<file path="config.mk">
export PLATFORM = sky130hd
export DESIGN_NAME = mod_addsub_front
export DESIGN_NICKNAME = d
export VERILOG_FILES = /design/src/rtl/mod_addsub_front.sv
export SDC_FILE = /design/constraint.sdc
export NUM_CORES = 1
export LEC_CHECK = 0
export ABC_AREA = 0
export BUFFER_PORTS_ARGS = -buffer_cell sky130_fd_sc_hd__buf_2
export CAP_MARGIN = 10
export CORE_MARGIN = 5
export CORE_UTILIZATION = 60
export CTS_CLUSTER_DIAMETER = 50
export DETAILED_ROUTE_END_ITERATION = 6
export GPL_ROUTABILITY_DRIVEN = 0
export GPL_TIMING_DRIVEN = 0
export PLACE_DENSITY_LB_ADDON = 0.2
export SLEW_MARGIN = 20
export SYNTH_ARGS = -nofsm -noshare
export SYNTH_HDL_FRONTEND = slang
export SYNTH_SLANG_ARGS = --single-unit
export TNS_END_PERCENT = 5
</file>
<file path="constraint.sdc">
create_clock -name clk -period 3.7 [get_ports clk]
set_input_delay 0.37 -clock clk [delete_from_list [all_inputs] [get_ports clk]]
set_output_delay 0.37 -clock clk [all_outputs]
set_load 0.02 [all_outputs]
</file>
<file path="src/rtl/mod_addsub_front.sv">
// Two-stage front end of a modular adder/subtractor.
// Stage 1 captures the operands, modulus and operation together with a range
// check. Stage 2 holds the uncorrected sum/difference (v), the
// modulus-corrected candidate (w) and the select bit (b4) for the third stage.
// Both stages use valid/ready handshakes, so a stall downstream propagates
// back without losing or duplicating beats.
module mod_addsub_front (
    input  logic       clk,
    input  logic       rst_n,
    input  logic       in_valid,
    output logic       in_ready,
    input  logic [3:0] a,
    input  logic [3:0] b,
    input  logic [3:0] m,
    input  logic       s,
    output logic       out_valid,
    input  logic       out_ready,
    output logic [4:0] v,
    output logic [4:0] w,
    output logic       s_o,
    output logic       b4,
    output logic       err,
    output logic [7:0] err_cnt
);

    // A beat is unusable when the modulus is zero or an operand is not
    // already reduced modulo m.
    function automatic logic range_err(input logic [3:0] op_a,
                                       input logic [3:0] op_b,
                                       input logic [3:0] modulus);
        return (modulus == 4'd0) || (op_a >= modulus) || (op_b >= modulus);
    endfunction

    // Stage 1 registers
    logic       s1_valid_r;
    logic [3:0] s1_a_r;
    logic [3:0] s1_b_r;
    logic [3:0] s1_m_r;
    logic       s1_s_r;
    logic       s1_err_r;

    // Stage 2 registers
    logic       s2_valid_r;
    logic [4:0] s2_v_r;
    logic [4:0] s2_w_r;
    logic       s2_b4_r;
    logic       s2_s_r;
    logic       s2_err_r;
    logic [7:0] err_cnt_r;

    // Handshake and datapath wires
    logic       s2_load_s;
    logic       s1_load_s;
    logic       accept_s;
    logic       in_err_s;
    logic [4:0] sum_s;
    logic [4:0] diff_s;
    logic [4:0] m5_s;
    logic [4:0] v_s;
    logic [4:0] w_s;
    logic       b4_s;

    // Stage 2 moves when it is empty or its beat is being taken; stage 1
    // moves when it is empty or stage 2 is pulling its beat forward.
    always_comb begin
        s2_load_s = (~s2_valid_r) | out_ready;
        s1_load_s = (~s1_valid_r) | s2_load_s;
        accept_s  = in_valid & s1_load_s;
        in_err_s  = range_err(a, b, m);
    end

    assign in_ready = s1_load_s;

    // Stage 1 arithmetic: both the plain and the corrected value are formed
    // so the third stage only has to pick one using b4.
    always_comb begin
        m5_s   = {1'b0, s1_m_r};
        sum_s  = {1'b0, s1_a_r} + {1'b0, s1_b_r};
        diff_s = {1'b0, s1_a_r} - {1'b0, s1_b_r};
        v_s    = 5'd0;
        w_s    = 5'd0;
        b4_s   = 1'b0;
        if (s1_err_r) begin
            v_s  = 5'd0;
            w_s  = 5'd0;
            b4_s = 1'b0;
        end else if (s1_s_r == 1'b0) begin
            v_s  = sum_s;
            w_s  = sum_s - m5_s;
            b4_s = (sum_s >= m5_s);
        end else begin
            v_s  = diff_s;
            w_s  = diff_s + m5_s;
            b4_s = (s1_a_r < s1_b_r);
        end
    end

    // Stage 1 capture of operands, modulus, operation and range check.
    always_ff @(posedge clk or negedge rst_n) begin
        if (!rst_n) begin
            s1_valid_r <= 1'b0;
            s1_a_r     <= 4'd0;
            s1_b_r     <= 4'd0;
            s1_m_r     <= 4'd0;
            s1_s_r     <= 1'b0;
            s1_err_r   <= 1'b0;
        end else if (s1_load_s) begin
            s1_valid_r <= in_valid;
            if (in_valid) begin
                s1_a_r   <= a;
                s1_b_r   <= b;
                s1_m_r   <= m;
                s1_s_r   <= s;
                s1_err_r <= in_err_s;
            end
        end
    end

    // Stage 2 capture of the result beat; held unchanged while stalled.
    always_ff @(posedge clk or negedge rst_n) begin
        if (!rst_n) begin
            s2_valid_r <= 1'b0;
            s2_v_r     <= 5'd0;
            s2_w_r     <= 5'd0;
            s2_b4_r    <= 1'b0;
            s2_s_r     <= 1'b0;
            s2_err_r   <= 1'b0;
        end else if (s2_load_s) begin
            s2_valid_r <= s1_valid_r;
            if (s1_valid_r) begin
                s2_v_r   <= v_s;
                s2_w_r   <= w_s;
                s2_b4_r  <= b4_s;
                s2_s_r   <= s1_s_r;
                s2_err_r <= s1_err_r;
            end
        end
    end

    // Saturating count of erroneous beats taken in at the input.
    always_ff @(posedge clk or negedge rst_n) begin
        if (!rst_n) begin
            err_cnt_r <= 8'd0;
        end else if (accept_s && in_err_s && (err_cnt_r != 8'hFF)) begin
            err_cnt_r <= err_cnt_r + 8'd1;
        end
    end

    assign out_valid = s2_valid_r;
    assign v         = s2_v_r;
    assign w         = s2_w_r;
    assign b4        = s2_b4_r;
    assign s_o       = s2_s_r;
    assign err       = s2_err_r;
    assign err_cnt   = err_cnt_r;

endmodule

</file>
### Word-level counts from Yosys, hierarchy flattened

Index checks and enable logic that the tools add are counted.

| word-level totals | value |
|---|---|
| bits in registers | 37 |
| input bits | 17 |
| output and inout bits | 23 |
| logic and storage cells | 41 |

| cells by class | value |
|---|---|
| add/subtract/negate cells | 5 |
| $lt $le $gt $ge | 4 |
| equal/unequal tests | 1 |
| muxes and demuxes | 6 |
| bitwise operators | 5 |
| reduce and logical (&&, ||, !) cells | 7 |

Operator list:

| cell | number |
|---|---|
| $mux W5 | 4 |
| $add A8 B1 Y8 const B | 1 |
| $ge A4 B4 Y1 | 2 |
| $ne A8 B8 Y1 const B | 1 |
| $add A4 B4 Y5 | 1 |
| $add A5 B4 Y5 | 1 |
| $ge A5 B4 Y1 | 1 |
| $sub A4 B4 Y5 | 1 |
| $sub A5 B4 Y5 | 1 |
| $logic_not A4 Y1 | 1 |
| $lt A4 B4 Y1 | 1 |
| $reduce_and A2 Y1 | 2 |
| $logic_and A1 B1 Y1 | 2 |
| $logic_or A1 B1 Y1 | 2 |
| $mux W1 | 2 |
| $not A1 Y1 | 2 |
| $or A1 B1 Y1 | 2 |
| $and A1 B1 Y1 | 1 |

### Longest topological paths before layout

Gate-level depths: netlist (run 1).

| logic depth | value |
|---|---|
| depth after elaboration | 6 |
| depth in mapped cells | 12 |
| gate-level depth less buffers | 12 |

### Worst setup path before layout (run 1)

OpenSTA, ideal clock, no wires.

| path | value |
|---|---|
| kind | register to register |
| start | register s1_a_r[0] |
| end | register s2_w_r[4], in the netlist w[4] |
| setup time | 0.121 ns |
| arrival time | 2.266 ns |
| required time | 3.579 ns |
| setup slack | 1.313 ns |
| stages on the path, launching flop included | 12 |
| path buffers | 0 |
| period minus slack after synthesis | 2.387 ns |
| cells stage by stage | dfrtp_1 > inv_1 > ha_1 > inv_1 > fa_1 > inv_1 > fa_1 > nand2b_1 > a21oi_1 > xnor2_1 > mux2i_1 > a22o_1 |

| between the ends | value |
|---|---|
| cells in the longest elaborated chain, start to end | 4 |
| elaborated cells on any way between the ends | 6 |
| classes of those cells | 4 x add/sub; 2 x mux |

RTL lines:

| item | line | RTL |
|---|---|---|
| start, declared | 36 | `logic [3:0] s1_a_r;` |
| start signal, assigned | 102 | `s1_a_r <= 4'd0;` |
| start signal, assigned | 110 | `s1_a_r <= a;` |
| $add A4 B4 Y5 or $sub A4 B4 Y5 (tied branches) | 78, 79 |  |
| $sub A5 B4 Y5 or $add A5 B4 Y5 (tied branches) | 89, 93 |  |
| $mux W5 (*) | 87 | `end else if (s1_s_r == 1'b0) begin` |
| $mux W5 (*) | 83 | `if (s1_err_r) begin` |
| end signal, assigned | 132 | `s2_w_r <= w_s;` |
| end, declared | 45 | `logic [4:0] s2_w_r;` |

Mark *: on every way between the ends. The rest lies on a longest branch, timed or not.
A chain may end at the register's enable or synchronous reset.

### Final worst setup path (run 1)

Same ends and word-level chain as after synthesis.

==> results of run 1 <==
==> Yosys cell counts (2+ instances only) <==
cell,count,area (um^2)
o21ai_1,9,45.0
buf_1,2,7.51
mux2i_1,2,20.0
inv_1,25,93.8
nand3b_1,2,15.0
a21oi_1,10,50.1
a21oi_4,2,32.5
xnor2_1,6,52.6
o211ai_1,3,22.5
nand4_1,3,18.8
mux2_1,12,135
nand2_1,23,86.3
a32o_1,2,20.0
nor2_1,17,63.8
a22o_1,4,35.0
dfrtp_1,37,926
clkbuf_1,4,15.0
or2_1,2,12.5
nand3_1,4,20.0
fa_1,4,80.1
o31ai_1,4,30.0
nand2b_1,6,37.5
xor2_1,8,70.1
a21o_1,5,37.5
ha_1,25,313
==> layout by cell type (no fill, tap or decap), types with 5 or more instances in the layout <==
cell	n
ha_1	25
clkbuf_1	5
xor2_1	8
xnor2_1	6
o21ai_1	9
mux2_1	12
nor2_1	17
nand2_1	23
buf_2	40
a21oi_1	10
clkbuf_8	5
dfrtp_1	37
a21o_1	5
nand2b_1	6
inv_1	25
==> critical path: stages (launching register included) <==
cell	delay, ns
dfrtp_1	0.40
inv_1	0.06
ha_1	0.17
inv_1	0.06
fa_1	0.52
inv_1	0.07
fa_1	0.41
nand2b_1	0.17
a21oi_1	0.19
xnor2_1	0.14
mux2i_1	0.09
a22o_1	0.20
==> per-layer routing <==
metal	track usage	share of wire	vias to the layer above
met5	0	0	-
met4	0.0676	0.017	0
met3	0.0482	0.062	9
met2	0.326	0.48	49
met1	0.231	0.44	824
li1	-	-	904
==> flip-flops by register name, indices dropped and copies added, names as in the netlist <==
signal and cells:
err_cnt 8, v 5, w 5, s1_a_r 4, s1_b_r 4, s1_m_r 4, b4 1, err 1
out_valid 1, s1_err_r 1, s1_s_r 1, s1_valid_r 1, s_o 1
==> metrics by stage <==
step / hold WS (ns) / cell area (um^2) / utilization / cells
floorplan: 0.0744 / 2380 / - / 237
global placement: 0.454 / 2630 / 0.704 / 324
detailed placement: 0.463 / 2630 / 0.704 / 324
CTS: 0.202 / 2720 / 0.726 / 332
global route: 0.242 / 2720 / 0.726 / 332
finish: 0.177 / 2720 / 0.726 / 332
==> power breakdown <==
group          internal, uW  switching [uW]
sequential              506            81.2
clock                   130             135
combinational           339             458
total                   975             674
==> path summary, 6_finish.rpt <==
path                                       start                endpoint  cells after the start  slack, ns
hold / removal                             rst_n  err_cnt[7]$_DFFE_PN0P_                      1       0.18
min in group clk                               s      s1_s_r$_DFFE_PN0P_                      2       0.30
hold reg to reg                 w[1]$_DFFE_PN0P_        w[1]$_DFFE_PN0P_                      2       0.47
setup / recovery           s1_a_r[0]$_DFFE_PN0P_        w[4]$_DFFE_PN0P_                     11       1.11
max in group asynchronous                  rst_n        w[2]$_DFFE_PN0P_                      1       3.02
setup reg to reg           s1_a_r[0]$_DFFE_PN0P_        w[4]$_DFFE_PN0P_                     11       1.11
==> logic make-up (layout without fill, tap and decap cells) <==
kind of cell	Yosys count	count (layout)	share of synthesized area
fa+ha+maj	29	29	0.165
buf+inv	33	80	0.0526
mux	14	14	0.0652
flops	37	37	0.389
compound gates	46	46	0.144
simple gates	64	64	0.133
xor+xnor	14	14	0.0516
==> area by class of cell <==
| type | count | area share |
|---|---|---|
| clock inverters | 2 | 0.00368 |
| multi-input cells | 167 | 0.489 |
| plain buffers | 7 | 0.0101 |
| repair buffers | 39 | 0.0719 |
| inverters | 26 | 0.0359 |
| flip-flops and latches | 37 | 0.341 |
| well taps | 48 | 0.0221 |
| clock buffers | 6 | 0.0267 |
==> results.yml, run 1 <==
timing:
  timing.fmax_mhz: 387
  hold_violations: 0
  layout_setup_ws_ns: 1.11
  fin_crit_ns: 2.59
  finalSetupViolations: 0
  rsz0062_at_grt: "false"
  slew_viol_final: 0
  worst_pin_slew_ns: 0.808
  period_share: 0.699
  fin_skew_ns: 0.00545
  tns_ns: 0
  relSlewSlack: 0.462
cells_and_area:
  fin_nets: 329
  n_antenna_cell: 0
  seq_area_um2: 926
  fill_cells: 300
  area_growth_pct: 14.2
  multiInputGateArea_um2: 1330
  drive_gt1_frac: 0.194
synthesis:
  ys_seq_area_frac: 0.389
  synth_area_um2: 2380
  synth_edf_count: 0
  ys.flop_type: "dfrtp_1"
  ys_warn_count: 0
  netlist_instances: 237
  async_flop_share: 1.00
  syn_avg_cell_area_um2: 10.0
  synth_fp_nets: 283
  synth-seq-cells: 37
  yosysUniqueCellTypes: 41
clocking:
  post-cts-setup-buffers: 0
  tritoncts: "yes"
  numClockSinks: 37
  clkTransAtPathRegs_ns: 0.07
  holdBufCountCts: 0
  cts_root_buffer: "clkbuf_8"
  cts-resized-gates: 0
  clock_path_buffers: 2
  htreeDepth: 2
  numCtsBuffers: 5
  clk_latency_ns: 0.28
route:
  drt-initial-drc-count: 73
  num_vias: 1786
  first_pass_iters: 4
  wl_per_cell_um: 13.4
  drc: 0
  totalWireLength_um: 4460
  viasPerCell: 5.38
  ant_nets: 0
die:
  ios: 40
  start_util: 0.635
  die_area_um2: 5320
  coreArea_um2: 3740
  rows: 22
  die_h_um: 73.0
  die_w_um: 73.0
power:
  total_power_uw: 1650
  power_density_nw_per_um2: 607
  p_leak_uw: 0.00137
  ir_drop_mv: 0.380
critical_path:
  startpoint_type: "flip-flop"
  worst_setup_path_end_kind: "flip-flop"
  path_max_fanout: 3
  required_ns: 3.87
  worstSetupPathType: "flip-flop to flip-flop"
  arrival_ns: 2.76
global_route:
  gr-total-overflow: 0
  grtUsageTotal: 0.190
  grt_pass1_vias: 1833
  grt_pass1_wl_um: 7920
  antenna_found_initial: 0
  grt_start_max_net_pins: 38
placed_design:
  place_ws_ns: 1.10
  io_buffers: 39
  dp_hpwl_um: 3650
run_status:
  status: "finished, final reports clean"
worst_hold_path:
  hp-class: "primary input to async pin"
flow_run:
  max_cap_violations: 0
No activity file was read; power rests on OpenSTA's default activity.
==> inputs of run 2 (changes only) <==
- CORE_UTILIZATION: 60 -> 51
- clock period: 3.7 -> 2.3 ns (I/O delays scaled with it)
==> run 2 against run 1 <==
Against the previous run:
- the flow now finishes with violations (negative setup slack)
- die area is 15% higher
- cell count is 2.4% higher
- total power increased by 81%
- maximum frequency rose by 6.8%
- routed wire length grew 9.3%
- via count is 1.7% higher
- critical path depth is 1 lower
- sequential cell count did not move
- sequential share of layout area down 1.7 points
- largest cell class unchanged
- highest routed layer unchanged
==> results.yml, run 2 (synthesized netlist as in run 1, its figures left out) <==
flow_run:
  max_cap_violations: 0
timing:
  fin_crit_ns: 2.42
  layout_setup_ws_ns: -0.122
  hold_violations: 0
  rsz0062_at_grt: "true"
  tns_ns: -0.276
  period_share: 1.05
  fin_skew_ns: 0.00799
  timing.fmax_mhz: 413
  relSlewSlack: 0.467
  finalSetupViolations: 3
  slew_viol_final: 0
  worst_pin_slew_ns: 0.799
  fin_hold_ws_ns: 0.0140
cells_and_area:
  n_antenna_cell: 0
  drive_gt1_frac: 0.278
  mostFrequentLayoutCells: "buf_2, dfrtp_1, nand2_1"
  fin_nets: 333
  area_growth_pct: 20.5
  largest_register_ffs: 8
  final_common_cell: "buf_2"
  fill_cells: 380
global_route:
  grt_start_max_net_pins: 38
  antenna_found_initial: 0
  grt_pass1_wl_um: 8380
  gr-total-overflow: 0
  grtUsageTotal: 0.172
  grt_pass1_vias: 1857
clocking:
  clock_path_buffers: 2
  numCtsBuffers: 5
  tritoncts: "yes"
  clkTransAtPathRegs_ns: 0.08
  clk_latency_ns: 0.29
  cts_root_buffer: "clkbuf_8"
  htreeDepth: 2
  numClockSinks: 37
die:
  rows: 24
  die_area_um2: 6130
  die_w_um: 78.3
  ios: 40
  start_util: 0.535
  die_h_um: 78.3
  coreArea_um2: 4440
route:
  met3_wirelength_um: 229
  wl_met1_um: 2260
  first_pass_iters: 4
  drc: 0
  drt-initial-drc-count: 72
  totalWireLength_um: 4870
  ant_nets: 0
  wl_met2_um: 2290
  viasPerCell: 5.34
  highest_layer: "met4"
  num_vias: 1816
  wl_per_cell_um: 14.3
worst_hold_path:
  hp-class: "primary input to async pin"
placed_design:
  dp_hpwl_um: 3760
  io_buffers: 39
power:
  p_leak_uw: 0.00140
  ir_drop_mv: 0.526
  power_density_nw_per_um2: 1040
critical_path:
  worst_setup_path_end_kind: "flip-flop"
  required_ns: 2.48
  arrival_ns: 2.60
  startpoint_type: "flip-flop"
  path_max_fanout: 3
  worstSetupPathType: "flip-flop to flip-flop"
run_status:
  violations: "negative setup slack"
  status: "complete, but fails checks"
-- run 2: cell count changes in the layout (fill, tap and decap cells not counted), sizes merged --
cell | before | now
clkbuf | 10 | 9
clkinvlp | 0 | 1
clkinv | 2 | 0
buf | 42 | 47
bufinv | 0 | 1
-- run 2: repair_timing --
action,CTS,global route
hold buffers,0,0
gates cloned,0,0
pin swaps,9,3
endpoints found under the setup margin,4,4
buffers inserted,4,1
gates resized for setup,7,5
-- run 2: where the power goes --
part	internal, uW	switching (uW)
clock	353	239
sequential	815	131
combinational	631	822
-- run 2: cell type report --
type | count | area, um^2 | area share
multi-input combinational | 167 | 1400 | 0.488
sequential | 37 | 927 | 0.324
timing repair buffer | 44 | 233 | 0.0812
inverter | 26 | 97.6 | 0.0341
clock buffer | 6 | 82.6 | 0.0288
tap | 52 | 65.1 | 0.0227
clock inverter | 2 | 37.5 | 0.0131
buffer | 6 | 23.8 | 0.00830
-- run 2: metrics by stage --
stage          worst slack, ns  instances  cell area (um^2)   util  total power [uW]
6_report                -0.122        340              2870  0.645              2990
3_3_place_gp            -0.123        328              2660  0.599              2250
3_5_place_dp            -0.168        328              2660  0.599              2310
5_1_grt                 -0.264        340              2870  0.645              3220
2_1_floorplan         -0.00725        237              2400      -              1940
4_1_cts                 -0.124        339              2850  0.641              2990
-- run 2: routing by layer --
layer | up-vias | track usage
li1 | 912 | -
met1 | 849 | 0.225
met2 | 44 | 0.273
met3 | 11 | 0.0435
met5 | - | 0
met4 | 0 | 0.0717
-- run 2: worst max-delay path: stages, from the launching register on --
cell	delay (ns)
dfrtp_1	0.38
ha_2	0.21
inv_2	0.04
fa_2	0.54
inv_2	0.05
fa_2	0.35
a21o_1	0.19
a21oi_2	0.14
xor2_1	0.15
mux2i_1	0.09
a22o_1	0.17
-- run 2: final timing paths --
check                                       from                     end  slack, ns  depth (start not counted)
max in group asynchronous                  rst_n   s1_a_r[1]$_DFFE_PN0P_       1.73                          1
max reg2reg                s1_b_r[0]$_DFFE_PN0P_        w[4]$_DFFE_PN0P_      -0.12                         10
max                        s1_b_r[0]$_DFFE_PN0P_        w[4]$_DFFE_PN0P_      -0.12                         10
min                                        rst_n        w[0]$_DFFE_PN0P_       0.01                          1
min reg2reg                     w[1]$_DFFE_PN0P_        w[1]$_DFFE_PN0P_       0.47                          2
min in group clk                        in_valid  s1_valid_r$_DFFE_PN0N_       0.15                          2
